### src/rtl/fp_pkg.sv
// Shared single-precision types and constants for the adder normalize/round path.
// No logic here, so no latency.
// No handshake here; flow control lives in the modules that import this package.
package fp_pkg;
    localparam int BIAS    = 127;
    localparam int EXP_MAX = 255;
    localparam int EXP_W   = 8;
    localparam int FRAC_W  = 23;
    localparam int MANT_W  = FRAC_W + 4;

    typedef struct packed {
        logic              sign;
        logic [EXP_W-1:0]  exp;
        logic [FRAC_W-1:0] frac;
    } fp32_t;

    // Exponent carries one extra bit so an overflowing sum stays representable.
    typedef struct packed {
        logic              sign;
        logic [EXP_W:0]    exp;
        logic [MANT_W-1:0] mant;
    } raw_sum_t;

    typedef enum logic [1:0] {
        NR_IDLE,
        NR_NORM,
        NR_ROUND,
        NR_DONE
    } nr_state_e;

    localparam int FLAG_OVF = 2;
    localparam int FLAG_UNF = 1;
    localparam int FLAG_INX = 0;
endpackage

### src/rtl/fp_round_rne.sv
// Round-to-nearest-even on a normalized or denormal mantissa, then exponent-field packing.
// Purely combinational: zero cycles.
// No handshake; the enclosing FSM decides when the outputs are captured.
module fp_round_rne
    import fp_pkg::*;
#(
    parameter int EW = 8,
    parameter int FW = 23
) (
    input  logic [FW+2:0] mant,
    input  logic [EW:0]   exp,
    output logic [FW-1:0] frac,
    output logic [EW-1:0] exp_field,
    output logic          inexact,
    output logic          overflow
);
    logic          round_up;
    logic          carry;
    logic          hidden;
    logic [FW+1:0] sum;
    logic [EW:0]   exp_post;

    assign round_up = mant[1] & (mant[0] | mant[2]);
    assign sum      = {1'b0, mant[FW+2:2]} + (FW+2)'(round_up);
    assign carry    = sum[FW+1];
    // A denormal that rounds into the hidden position becomes the smallest normal.
    assign hidden   = carry | sum[FW];
    assign exp_post = exp + (EW+1)'(carry);

    always_comb begin
        overflow = (exp_post >= (EW+1)'(EXP_MAX));
        inexact  = mant[1] | mant[0] | overflow;
        if (overflow) begin
            frac      = '0;
            exp_field = '1;
        end else begin
            frac      = carry ? sum[FW:1] : sum[FW-1:0];
            exp_field = hidden ? exp_post[EW-1:0] : '0;
        end
    end
endmodule

### src/rtl/fp_norm_round.sv
// Iterative normalize (one shift per cycle) + RNE rounding + pack for the fp adder.
// Latency 2 cycles normal/zero, 3 with carry, 2+k for k left shifts; no overlap.
// in_ready only in IDLE; result held in DONE until out_ready.
module fp_norm_round
    import fp_pkg::*;
#(
    parameter int EW = 8,
    parameter int FW = 23
) (
    input  logic          clk,
    input  logic          rst,
    input  logic          in_valid,
    output logic          in_ready,
    input  logic          in_sign,
    input  logic [EW-1:0] in_exp,
    input  logic [FW+3:0] in_mant,
    output logic          out_valid,
    input  logic          out_ready,
    output logic [31:0]   out_result,
    output logic [2:0]    out_flags
);
    nr_state_e      state;
    nr_state_e      state_nxt;
    raw_sum_t       cur;
    logic           is_zero;
    logic           need_rshift;
    logic           need_lshift;
    logic [FW-1:0]  rnd_frac;
    logic [EW-1:0]  rnd_exp;
    logic           rnd_inx;
    logic           rnd_ovf;
    fp32_t          res_pk;
    logic [2:0]     flags_nxt;

    assign is_zero     = (cur.mant == '0);
    assign need_rshift = cur.mant[MANT_W-1];
    assign need_lshift = !is_zero && !need_rshift && !cur.mant[MANT_W-2]
                         && (cur.exp > (EXP_W+1)'(1));

    fp_round_rne #(.EW(EW), .FW(FW)) u_round (
        .mant      (cur.mant[MANT_W-2:0]),
        .exp       (cur.exp),
        .frac      (rnd_frac),
        .exp_field (rnd_exp),
        .inexact   (rnd_inx),
        .overflow  (rnd_ovf)
    );

    always_comb begin
        res_pk              = '{sign: cur.sign, exp: rnd_exp, frac: rnd_frac};
        flags_nxt           = '0;
        flags_nxt[FLAG_OVF] = rnd_ovf;
        flags_nxt[FLAG_UNF] = (rnd_exp == '0) && rnd_inx;
        flags_nxt[FLAG_INX] = rnd_inx;
    end

    always_ff @(posedge clk or posedge rst) begin
        if (rst) begin
            state <= NR_IDLE;
        end else begin
            state <= state_nxt;
        end
    end

    always_comb begin
        state_nxt = state;
        case (state)
            NR_IDLE:  if (in_valid) state_nxt = NR_NORM;
            NR_NORM:  if (!need_rshift && !need_lshift) state_nxt = NR_ROUND;
            NR_ROUND: state_nxt = NR_DONE;
            NR_DONE:  if (out_ready) state_nxt = NR_IDLE;
            default:  state_nxt = NR_IDLE;
        endcase
    end

    always_comb begin
        in_ready  = (state == NR_IDLE);
        out_valid = (state == NR_DONE);
    end

    always_ff @(posedge clk or posedge rst) begin
        if (rst) begin
            cur        <= '0;
            out_result <= '0;
            out_flags  <= '0;
        end else begin
            case (state)
                NR_IDLE: begin
                    if (in_valid) begin
                        cur.sign <= in_sign;
                        cur.exp  <= (in_exp == '0) ? (EXP_W+1)'(1) : {1'b0, in_exp};
                        cur.mant <= in_mant;
                    end
                end
                NR_NORM: begin
                    // Zero goes through ROUND with exp forced to 1 so it packs as a clean +-0.
                    if (is_zero) begin
                        cur.exp <= (EXP_W+1)'(1);
                    end else if (need_rshift) begin
                        cur.mant <= {1'b0, cur.mant[MANT_W-1:2], cur.mant[1] | cur.mant[0]};
                        cur.exp  <= cur.exp + (EXP_W+1)'(1);
                    end else if (need_lshift) begin
                        cur.mant <= {cur.mant[MANT_W-2:0], 1'b0};
                        cur.exp  <= cur.exp - (EXP_W+1)'(1);
                    end
                end
                NR_ROUND: begin
                    out_result <= res_pk;
                    out_flags  <= flags_nxt;
                end
                default: ;
            endcase
        end
    end
endmodule
### config.mk
export PLATFORM = sky130hd
export DESIGN_NAME = fp_norm_round
export DESIGN_NICKNAME = d
export VERILOG_FILES = /design/src/rtl/fp_pkg.sv /design/src/rtl/fp_round_rne.sv /design/src/rtl/fp_norm_round.sv
export SDC_FILE = /design/constraint.sdc
export NUM_CORES = 1
export LEC_CHECK = 0
export CAP_MARGIN = 20
export CORE_UTILIZATION = 30
export DETAILED_ROUTE_END_ITERATION = 16
export REMOVE_ABC_BUFFERS = 1
export SLEW_MARGIN = 0
export SYNTH_ARGS = -nofsm -noshare
export SYNTH_HDL_FRONTEND = slang
export SYNTH_SLANG_ARGS = --single-unit
### constraint.sdc
create_clock -name clk -period 8.75 [get_ports clk]
set_input_delay 0.875 -clock clk [delete_from_list [all_inputs] [get_ports clk]]
set_output_delay 0.875 -clock clk [all_outputs]
set_load 0.02 [all_outputs]
==> impl_metrics.tcl <==
set metrics [dict create \
    outcome "finished, final reports clean" \
    ys_types 70 \
    grt_pass1_wl_mm 23.36 \
    ys_seq_elements 74 \
    cts_resized 0 \
    clock-sinks 74 \
    hold_viol 0 \
    timing.final.crit_share_pct 53.18 \
    holdPathEnd "out_flags[2]" \
    finalSetupViolCount 0 \
    crit_required_ns 8.94 \
    rows 46 \
    place.gp.congestion 0.8597 \
    cts_buffers 9 \
    final_nets 606 \
    critPathMostFrequentCell "ha_1" \
    cts_root_buffer "clkbuf_16" \
    wire_per_inst_um 18.44 \
    holdBufCountCts 0 \
    postCtsSetupRepairBufs 0 \
    r2r_end "out_result[5]" \
    finalCriticalPeriod_ns 4.653 \
    num_vias 4317 \
    grt_overflow 0 \
    antenna_found_initial 0 \
    reg2reg_slack_ns 4.10 \
    antenna_cells 0 \
    slowest_delay_ns 0.85 \
    synth.top_cell.area_share_pct 37.01 \
    dpl.hpwl_mm 9.958 \
    netlist.top_cell.by_area "dfrtp_1" \
    drv_cap 0 \
    drive_above_1_share_pct 12.83 \
    antenna_left 0 \
    dr.first_iter.drc_count 269 \
    fmax_mhz 214.9 \
    tns_ns 0 \
    initial_core_util_pct 31.16 \
    timing.critical_path.cells "and2_1, ha_1, inv_1, nor4_4, ha_1, ha_1, nand2_1, o31a_1, o22a_1, o211ai_2, buf_4, o32ai_1" \
    cp-start-kind "flop" \
    synth.avg_cell_area_um2 9.735 \
    ys.flop_type "dfrtp_1" \
    grt.total_usage_pct 17.09 \
    regToRegStartpoint "cur[1]" \
    core_mm2 0.01606 \
    firstDrtPassIters 5 \
    fp.dieW_um 131.1 \
    grt_pass1_vias 4244 \
    yosysSeqAreaShare_pct 37.01 \
    ys_async_sr_fraction_pct 100.0 \
    hold_start "out_flags[2]" \
    clockBufferDepth 2 \
    synth_edf_count 0 \
    endpoint_kind "flop" \
    port_buffers 76 \
    worst_r2r_path_depth 12 \
    hold_class "flop to flop" \
    crit_arrival_ns 4.85 \
    area_growth_pct 22.53 \
    route.detailed.drc 0 \
    rsz0062_at_grt "no" \
    synthTopCellsByArea "dfrtp_1 (37%), mux2_2 (5.4%), a221o_1 (4.8%), and3_1 (3.8%), inv_1 (2.6%)" \
    p_per_area_mw_per_mm2 384.2 \
    path_max_fanout 17 \
    routed_wl_mm 14.33 \
    whs_path_depth 1 \
    slew_headroom_pct 28.77 \
    ys_warn_count 0 \
    crit_slowest_cell "nor4_4" \
    clock_latency_ns 0.35 \
    htreeDepth 3 \
    critical_path_class "flop to flop" \
    fin_skew_ns 0.007559 \
    grt_max_degree 75 \
    ir_worst_vdd_mv 0.1786 \
    total_leakage_power_nw 2.478 \
    cts_tree "yes" \
    avgViaCountPerCell 5.556 \
    p_total_w 0.002355 \
    report.final.slew_viol_count 0 \
    syn_area_mm2 0.005004 \
    worstMarginPinSlew_ns 1.068 \
    die_area_mm2 0.01720 \
    io_pins 77 \
    die_h_um 131.1 \
    whs_ns 0.4852 \
    synth_cells 514 \
    cts.clk_slew.worst_paths_ns 0.06 \
]
worst max-delay path, delay by kind of cell, from the launching register on:
kind	cells	cell delay, ns
AO/OA/AOI/OAI	4	1.21
AND/OR/NAND/NOR	3	1.13
adder cells (fa/ha/maj)	3	1.10
buffers and inverters	2	0.57
flip-flops	1	0.48
state kept, by name (all words and copies together) (netlist names):
signal,cells
state,2
out_result,32
cur,37
out_flags,3
metal layers:
metal / vias to the layer above / wire length, µm / track usage (%)
li1: 2043 / - / -
met1: 2103 / 6986 / 24.51
met2: 156 / 6202 / 24.38
met3: 15 / 959 / 4.051
met4: 0 / 179 / 6.797
met5: - / 0 / 0
cell usage after synthesis (14+ instances only):
master	n
mux2_2	24
and3_1	30
a221o_1	24
nand3_1	18
a21oi_1	14
buf_2	22
nand2_1	17
dfrtp_1	74
nor2_1	20
clkbuf_1	20
o32ai_1	14
nor3_1	18
inv_1	34
area by class of cell:
type | count | area [µm²]
Clock inverter | 6 | 65.06
Inverter | 34 | 127.6
Clock buffer | 10 | 239.0
Fill cell | 1601 | 9927
Timing Repair Buffer | 83 | 813.3
Sequential cell | 74 | 1852
Tap cell | 216 | 270.3
Multi-Input combinational cell | 354 | 2764
cell usage in the layout (no fill, tap or decap), types with 3 or more instances in the layout:
cell type and instances:
buf_4 7, a22o_1 3, xnor2_1 11, ha_1 10
xor2_1 10, mux2i_1 6, and2_1 4, clkbuf_16 9
o2bb2ai_1 3, nor2_1 20, dfrtp_1 74, nand2b_1 5
nor3_1 18, a2bb2oi_1 3, clkdlybuf4s50_1 76, or3_1 3
o31a_1 3, o22ai_1 5, o32ai_1 14, mux2_1 5
inv_1 33, o21ai_0 6, and3_1 30, a21oi_1 14
nor4_1 11, nand4_1 10, and4_1 6, nor3b_1 3
nor4_4 3, o22ai_2 7, o21a_1 4, a221o_1 24
nand3_1 18, o22a_1 10, mux2_2 24, nand2_1 17
power by group:
group	internal, W	total [W]	leakage, nW	switching (W)
clock	0.000229	0.000382	0.149	0.000154
combinational	0.000571	0.00121	1.42	0.000639
sequential	0.000509	0.000762	0.910	0.000253
through the flow:
step / instances / setup WS (ns) / instance area (µm²) / util (%)
2_1_floorplan: 462 / 4.804 / 4743 / -
3_3_place_gp: 761 / 4.292 / 5827 / 36.29
3_5_place_dp: 761 / 4.152 / 5827 / 36.29
4_1_cts: 777 / 4.120 / 6131 / 38.18
5_1_grt: 777 / 3.776 / 6131 / 38.18
6_report: 777 / 4.097 / 6131 / 38.18
kinds of logic (layout without fill, tap and decap cells):
group,after synthesis,after routing,synth area share (%)
mux,35,35,7.727
flops,74,74,37.01
compound gates,127,127,21.71
fa+ha+maj,10,10,2.501
buf+inv,86,133,7.752
simple gates,161,161,19.63
xor+xnor,21,21,3.676
worst max path at each step:
| stage | depth (start not counted) | end | from |
|---|---|---|---|
| 3_3_place_gp | 12 | out_result[13] | cur[1] |
| 6_report | 12 | out_result[5] | cur[1] |
| 3_5_place_dp | 12 | out_result[5] | cur[1] |
| 5_1_grt | 12 | out_result[5] | cur[1] |
| 4_1_cts | 12 | out_result[5] | cur[1] |
| 2_1_floorplan | 11 | out_result[11] | cur[1] |
No activity file was read; power rests on OpenSTA's default activity.
